<file path="src/rtl/aes_inv_mix_columns.sv">
// ============================================================================
// aes_inv_mix_columns
// Iterative AES InvMixColumns: one shared column datapath, four cycles/state.
// Revision: 1.0
// ============================================================================
`default_nettype none

module aes_inv_mix_columns (
  input  logic         clk,
  input  logic         rst_n,
  input  logic         in_valid,
  output logic         in_ready,
  input  logic [127:0] in_state,
  output logic         out_valid,
  input  logic         out_ready,
  output logic [127:0] out_state
);

  typedef enum logic [1:0] {
    ST_IDLE = 2'd0,
    ST_BUSY = 2'd1,
    ST_DONE = 2'd2
  } state_t;

  localparam logic [7:0] c_reduce = 8'h1b;

  state_t        r_fsm;
  logic [1:0]    r_col;
  logic [127:0]  r_state;
  logic [31:0]   w_col_in;
  logic [31:0]   w_col_out;

  function automatic logic [7:0] xtime(input logic [7:0] b);
    xtime = {b[6:0], 1'b0} ^ (b[7] ? c_reduce : 8'h00);
  endfunction

  // 9/b/d/e multiples share the x2, x4, x8 chain of each input byte.
  function automatic logic [31:0] inv_mix_col(input logic [31:0] col);
    logic [7:0] a   [4];
    logic [7:0] x2  [4];
    logic [7:0] x4  [4];
    logic [7:0] x8  [4];
    logic [7:0] m9  [4];
    logic [7:0] mb  [4];
    logic [7:0] md  [4];
    logic [7:0] me  [4];
    a[0] = col[31:24];
    a[1] = col[23:16];
    a[2] = col[15:8];
    a[3] = col[7:0];
    for (int i = 0; i < 4; i++) begin
      x2[i] = xtime(a[i]);
      x4[i] = xtime(x2[i]);
      x8[i] = xtime(x4[i]);
      m9[i] = x8[i] ^ a[i];
      mb[i] = x8[i] ^ x2[i] ^ a[i];
      md[i] = x8[i] ^ x4[i] ^ a[i];
      me[i] = x8[i] ^ x4[i] ^ x2[i];
    end
    inv_mix_col = {me[0] ^ mb[1] ^ md[2] ^ m9[3],
                   m9[0] ^ me[1] ^ mb[2] ^ md[3],
                   md[0] ^ m9[1] ^ me[2] ^ mb[3],
                   mb[0] ^ md[1] ^ m9[2] ^ me[3]};
  endfunction

  always_comb begin
    w_col_in = r_state[127:96];
    case (r_col)
      2'd0: w_col_in = r_state[127:96];
      2'd1: w_col_in = r_state[95:64];
      2'd2: w_col_in = r_state[63:32];
      2'd3: w_col_in = r_state[31:0];
      default: w_col_in = r_state[127:96];
    endcase
  end

  assign w_col_out = inv_mix_col(w_col_in);

  always_ff @(posedge clk or negedge rst_n) begin
    if (!rst_n) begin
      r_fsm   <= ST_IDLE;
      r_col   <= 2'd0;
      r_state <= '0;
    end else begin
      case (r_fsm)
        ST_IDLE: begin
          if (in_valid) begin
            r_state <= in_state;
            r_col   <= 2'd0;
            r_fsm   <= ST_BUSY;
          end
        end
        ST_BUSY: begin
          case (r_col)
            2'd0: r_state[127:96] <= w_col_out;
            2'd1: r_state[95:64]  <= w_col_out;
            2'd2: r_state[63:32]  <= w_col_out;
            2'd3: r_state[31:0]   <= w_col_out;
            default: r_state[127:96] <= w_col_out;
          endcase
          r_col <= r_col + 2'd1;
          if (r_col == 2'd3) begin
            r_fsm <= ST_DONE;
          end
        end
        ST_DONE: begin
          if (out_ready) begin
            r_fsm <= ST_IDLE;
          end
        end
        default: r_fsm <= ST_IDLE;
      endcase
    end
  end

  // Partially transformed state is never exposed outside DONE.
  assign in_ready  = (r_fsm == ST_IDLE);
  assign out_valid = (r_fsm == ST_DONE);
  assign out_state = (r_fsm == ST_DONE) ? r_state : '0;

endmodule

`default_nettype wire

</file>
<file path="config.mk">
export PLATFORM = sky130hd
export DESIGN_NAME = aes_inv_mix_columns
export DESIGN_NICKNAME = d
export VERILOG_FILES = /design/src/rtl/aes_inv_mix_columns.sv
export SDC_FILE = /design/constraint.sdc
export NUM_CORES = 1
export LEC_CHECK = 0
export BUFFER_PORTS_ARGS = -buffer_cell sky130_fd_sc_hd__buf_2
export CAP_MARGIN = 0
export CORE_ASPECT_RATIO = 1.1
export CORE_MARGIN = 2
export CORE_UTILIZATION = 30
export CTS_CLUSTER_DIAMETER = 40
export DETAILED_ROUTE_END_ITERATION = 10
export GPL_ROUTABILITY_DRIVEN = 0
export PLACE_DENSITY = 0.56
export REMOVE_ABC_BUFFERS = 1
export SETUP_SLACK_MARGIN = 0.5
export SLEW_MARGIN = 10
export SYNTH_ARGS = -nofsm -noshare
export SYNTH_HDL_FRONTEND = slang
export SYNTH_SLANG_ARGS = --single-unit
export TNS_END_PERCENT = 5
</file>
<file path="constraint.sdc">
create_clock -name clk -period 3.2 [get_ports clk]
set_input_delay 0.8 -clock clk [delete_from_list [all_inputs] [get_ports clk]]
set_output_delay 0.8 -clock clk [all_outputs]
set_load 0.02 [all_outputs]
</file>
### Yosys cells after proc, flatten, opt, wreduce, memory -nomap -nowiden

Index checks and enable logic that the tools add are counted.

* $add $sub $neg: 1
* equality and inequality tests: 11
* muxes and demuxes: 26
* bitwise logic cells: 48
* reduce and logical (&&, ||, !) cells: 9

Operators by type and width (count)
* 8-bit bitwise XOR: 36
* 128-bit two-way mux: 2
* 128-bit case mux with 2 select lines: 1
* 32-bit two-way mux: 4
* 32-bit case mux with 4 select lines: 1
* 8-bit by 5-bit bitwise XOR with 8-bit output: 12
* 5-bit two-way mux: 12
* 3-bit AND reduction: 5
* 2-bit two-way mux: 4
* 2-bit by 1-bit inequality test with 1-bit output, second input constant: 4
* 2-bit == test, second input constant: 3
* 2-bit case mux with 3 select lines: 1
* 2-bit by 1-bit == test with 1-bit output, second input constant: 2
* 2-bit logical NOT: 2
* 2-bit inequality test, second input constant: 2
* 2-bit case mux with 2 select lines: 1
* 2-bit by 1-bit adder with 2-bit output, second input constant: 1
* 2-bit AND reduction: 1
* 2-bit nonzero test: 1

* flip-flop bits (word level): 132
* bits of input ports: 132
* output and inout port bits: 130
* word-level logic and storage cells: 101

### Longest topological paths before layout

* depth after elaboration: 15
* gate-level depth with buffers: 15
* mapped depth without buffers: 10

### Least setup slack after synthesis

OpenSTA, ideal clock, no wires.

* path kind: flip-flop to flip-flop
* start point: register r_col[0]
* end point: register r_state[100]
* setup time: 0.069 ns
* arrival: 3.379 ns
* slack: -0.248 ns
* cell stages (with the launch flop): 14
* path buffers: 3
* clock period less this slack: 3.448 ns
* cells stage by stage: dfrtp_1 > inv_1 > ha_1 > buf_2 > buf_1 > a222oi_1 > xor2_1 > nor2_1 > a211oi_1 > xnor2_1 > xnor3_2 > buf_6 > or3_1 > nand3_1

* cells in the longest elaborated chain, start to end: 13
* elaborated cells on any way between the ends: 42
* classes of those cells: eq/ne (4); mux (14); bitwise (22); reduce/logical (2)

RTL lines
* from (decl): RTL line 28 `logic [1:0] r_col;`
* from (signal assigned): RTL line 101 `r_col <= r_col + 2'd1;`
* 2-bit == test, or another cell as far along: RTL line 68 `case (r_col)`
* 32-bit case mux with 4 select lines: RTL line 68
* 8-bit by 5-bit bitwise XOR with 8-bit output: RTL line 34 `xtime = {b[6:0], 1'b0} ^ (b[7] ? c_reduce : 8'h00);`
* 5-bit two-way mux / 8-bit by 5-bit bitwise XOR with 8-bit output (equally long branches): RTL line 34
* 8-bit by 5-bit bitwise XOR with 8-bit output / 5-bit two-way mux (equally long branches): RTL line 34
* 8-bit by 5-bit bitwise XOR with 8-bit output: RTL line 34
* 8-bit bitwise XOR, on equally long branches (2 in series): RTL line 56, 57
* 8-bit bitwise XOR (3 in series): RTL line 63 `mb[0] ^ md[1] ^ m9[2] ^ me[3]};`
* 32-bit two-way mux: RTL line 94 `case (r_col)`
* 128-bit case mux with 2 select lines: RTL line 85 `case (r_fsm)`
* to (signal assigned): RTL line 88 `r_state <= in_state;`
* to (signal assigned): RTL line 95 `2'd0: r_state[127:96] <= w_col_out;`
* to (signal assigned): RTL line 99 `default: r_state[127:96] <= w_col_out;`
* to (decl): RTL line 29 `logic [127:0] r_state;`

Parallel ways exist; a longest one is shown, timed or not. The select of a mux whose other input is x is not followed.
A chain may end at the register's enable or synchronous reset.

### Worst setup path after layout

* start point: register r_col[1]
* end point: register r_state[29]

* cells in the longest elaborated chain, start to end: 13
* elaborated cells on any way between the ends: 39
* classes of those cells: eq/ne (4); mux (11); bitwise (22); reduce/logical (2)

RTL lines
* 2-bit == test, or another cell as far along: RTL line 68, 94
* 32-bit case mux with 4 select lines: RTL line 68
* 5-bit two-way mux / 8-bit by 5-bit bitwise XOR with 8-bit output (equally long branches): RTL line 34
* 8-bit by 5-bit bitwise XOR with 8-bit output / 5-bit two-way mux (equally long branches): RTL line 34
* 8-bit by 5-bit bitwise XOR with 8-bit output (2 in series): RTL line 34
* 8-bit bitwise XOR, on equally long branches (2 in series): RTL line 58, 56
* 8-bit bitwise XOR (3 in series): RTL line 60 `inv_mix_col = {me[0] ^ mb[1] ^ md[2] ^ m9[3],`
* 32-bit two-way mux: RTL line 94
* 128-bit case mux with 2 select lines: RTL line 85
* to (signal assigned): RTL line 88
* to (signal assigned): RTL line 98 `2'd3: r_state[31:0] <= w_col_out;`

Parallel ways exist; a longest one is shown, timed or not. The select of a mux whose other input is x is not followed.

==> key figures <==
Global route
  • First-pass GRT wire length: 68,100 um
  • Remaining Overflow, GRT: 0
  • GRT Resource Usage Total: 24.2%
  • Vias in the first global route: 11,300
  • Antenna violations before repair: 1
  • Pin count of the biggest net entering global routing: 74

Layout
  • Filler cell count: between 3,000 and 4,000
  • Seq. cell area: 0.00330 mm2
  • Share of layout cells above drive strength 1: 36.4%
  • Final core occ: a little over two fifths
  • P&R area growth vs syn: 43.8%
  • Multi-input combinational cell area: between 0.007 and 0.008 mm2
  • Final #Nets: 1,855
  • Most frequent cells in the layout: buf_2, buf_4, nor2_1
  • Number of antenna diodes: 0
  • Commonest non-fill, non-tap cell in the layout: buf_2
  • Design area: 0.0155 mm2

Route
  • Via density: 5.12
  • DRT Pass-1 Iters: 8
  • Via count of the routed design: 11,300
  • Number of DRC markers in iteration 0: 869
  • Wire per inst: 20.9 um
  • Final WL: ~46,000 um
  • Post-route ant nets: 0
  • DRC viols: 0

Setup path
  • CP arrival: 3.77 ns
  • FF-to-FF path depth: 13
  • Reg2reg start: r_col[1]$_DFFE_PN0P_
  • Slowest CP cell: xnor3_1
  • CP Data Required Time: 3.58 ns
  • Crit Path Max Fanout: 14
  • Critical Path Source Type: register
  • Crit-path cells: buf_6 > ha_4 > buf_12 > buf_4 > a222oi_1 > buf_4 > xor2_1 > a21oi_2 > xnor3_1 > xnor2_2 > buf_12 > or3_1 > nand3_1
  • Worst R2R End: r_state[29]$_DFFE_PN0P_
  • Delay of the slowest critical-path stage: 0.51 ns
  • Crit. End Element: register
  • R2r setup slk: -0.19 ns
  • Setup CP Type: reg -> reg

Clock tree
  • H-tree depth: 4
  • CTS buffer count: 17
  • CTS tree: yes
  • Clock latency on the worst-skew pair: 0.44 ns
  • CTS max path bufs: 2
  • Clk sinks: between 100 and 150
  • Worst-path clk slew: 0.06 ns
  • CTS root buffer: clkbuf_16

Yosys
  • Mean post-synth cell area: 8.17 um2
  • Gate Count Post-Synth: 1,322
  • Async S/R FF share, synth: 100%
  • Mapped Area: roughly 0.011 mm2
  • Synth Flop Type: dfrtp_1
  • Count of different cell masters after synthesis: between 50 and 60
  • Post-synth EDFFs: 0
  • Sequential area share after synthesis: between 30 and 40%
  • Synthesis-stage register bit count: between 100 and 150
  • Yosys warnings: 0

STA
  • Skew final: around 0.013 ns
  • Slew at the pin closest to its max-slew limit: 0.848 ns
  • RSZ-0062 raised after global routing: yes
  • Final Hold Fails: 0
  • Fin worst setup slack: -0.193 ns
  • Setup_tns: -6.74 ns
  • Final setup fails: 71
  • Tmin final: 3.39 ns
  • Slew Viols, Final: 0
  • Relative slew margins: between 40 and 50%
  • Crit share post-route: 106%
  • WHS: 0.377 ns
  • Achievable frequency: around 0.29 GHz

Flow run
  • Maxcap violations: 0

Die
  • IO Pins: between 200 and 300
  • Die W: roughly 180 um
  • Die Y-Extent: 203 um
  • Die Footprint: 0.0375 mm2
  • Num rows: 72
  • Core area: 0.0353 mm2
  • Initial Util: 30.6%

Run status
  • Status: complete, but fails checks
  • Failing checks: setup timing

Place
  • DPL Wire Length: about 35,000 um
  • Port Buffers: 261
  • Area after DPL: 0.0140 mm2

Worst hold path
  • Hold Crit Class: in -> async
-- registers in the layout, indices dropped and copies added (netlist names) --
register,cells
r_fsm,2
r_col,2
r_state,128
-- worst max-delay path by stage --
stage / from / end / slack [ns] / cells past startpoint
2_1_floorplan: r_col[0]$_DFFE_PN0P_ / r_state[117]$_DFFE_PN0P_ / -1.89 / 9
3_3_place_gp: r_col[0]$_DFFE_PN0P_ / r_state[99]$_DFFE_PN0P_ / -0.21 / 14
3_5_place_dp: r_col[1]$_DFFE_PN0P_ / r_state[28]$_DFFE_PN0P_ / -0.30 / 12
4_1_cts: r_col[1]$_DFFE_PN0P_ / r_state[12]$_DFFE_PN0P_ / -0.17 / 14
5_1_grt: r_col[1]$_DFFE_PN0P_ / r_state[65]$_DFFE_PN0P_ / -0.29 / 17
6_report: r_col[1]$_DFFE_PN0P_ / r_state[29]$_DFFE_PN0P_ / -0.19 / 13
-- critical path, delay by kind of cell, from the launching register on --
family                     cells  cell delay [ns]
DFF                            1             0.40
and+or+nand+nor                2             0.45
adders and majority gates      1             0.17
buffers and inverters          5             0.81
AOI/OAI and AO/OA              2             0.70
xor gates and xnor gates       3             0.79
-- layer usage --
layer	GRT usage, %	wire length (um)	up-vias	part of all wire, %
met5	0	0	-	0
met4	9.21	1610	0	3.5
met3	3.37	2930	84	6.3
met2	40.7	22500	462	49
met1	31.4	19300	5515	42
li1	-	-	5275	-
-- cells by family (layout without fill, tap and decap cells) --
kind of cell | count (synthesis) | count (layout) | synth area share, %
AO/OA/AOI/OAI | 316 | 316 | 17.5
XOR/XNOR | 267 | 267 | 24.8
adder cells (fa/ha/maj) | 4 | 4 | 0.463
buffers and inverters | 131 | 541 | 4.82
flip-flops | 132 | 132 | 30.6
multiplexers | 15 | 15 | 1.54
AND/OR/NAND/NOR | 457 | 457 | 20.3
-- repair_timing --
action                                  CTS  global route
resized for setup                        98            34
gates cloned                              1             1
pin swaps                                76            29
setup buffers                            29             4
endpoints found under the setup margin  130           185
hold buffers                              0             0
endpoints found under the hold margin     0             0
-- metrics by stage --
stage,setup slack [ns],cells
2_1_floorplan,-1.89,1202
4_1_cts,-0.170,2208
3_3_place_gp,-0.214,2146
3_5_place_dp,-0.299,2146
5_1_grt,-0.292,2213
6_report,-0.193,2213
-- synthesized netlist by cell type, drive strengths merged (4+ instances only) --
| master | instances | share of area [%] |
|---|---|---|
| a21o | 5 | 0.35 |
| a21oi | 153 | 7.2 |
| a221oi | 4 | 0.32 |
| a222oi | 32 | 3.0 |
| a31oi | 27 | 1.6 |
| and2 | 125 | 7.2 |
| and3 | 11 | 0.64 |
| buf | 21 | 0.98 |
| clkbuf | 99 | 3.5 |
| dfrtp | 132 | 31 |
| ha | 4 | 0.46 |
| inv | 10 | 0.35 |
| mux2i | 15 | 1.5 |
| nand2 | 105 | 3.6 |
| nand2b | 10 | 0.58 |
| nand3 | 16 | 0.74 |
| nand4 | 14 | 0.81 |
| nor2 | 155 | 5.4 |
| o21ai | 64 | 3.0 |
| o22ai | 10 | 0.58 |
| o31ai | 6 | 0.42 |
| or3 | 14 | 0.81 |
| xnor2 | 156 | 13 |
| xnor3 | 22 | 4.6 |
| xor2 | 87 | 7.1 |
-- final cells by class --
| class | instances | area share, % |
|---|---|---|
| multi-input combinational | 1059 | 48.7 |
| inverter | 11 | 0.266 |
| clock buffer | 24 | 3.23 |
| timing repair buffer | 498 | 21.7 |
| sequential | 132 | 21.3 |
| tap | 481 | 3.87 |
| clock inverter | 8 | 0.934 |
Power is left out: the tool's default activity adds up to more than one toggle a clock period on the data nets, which glitch-free logic cannot reach.
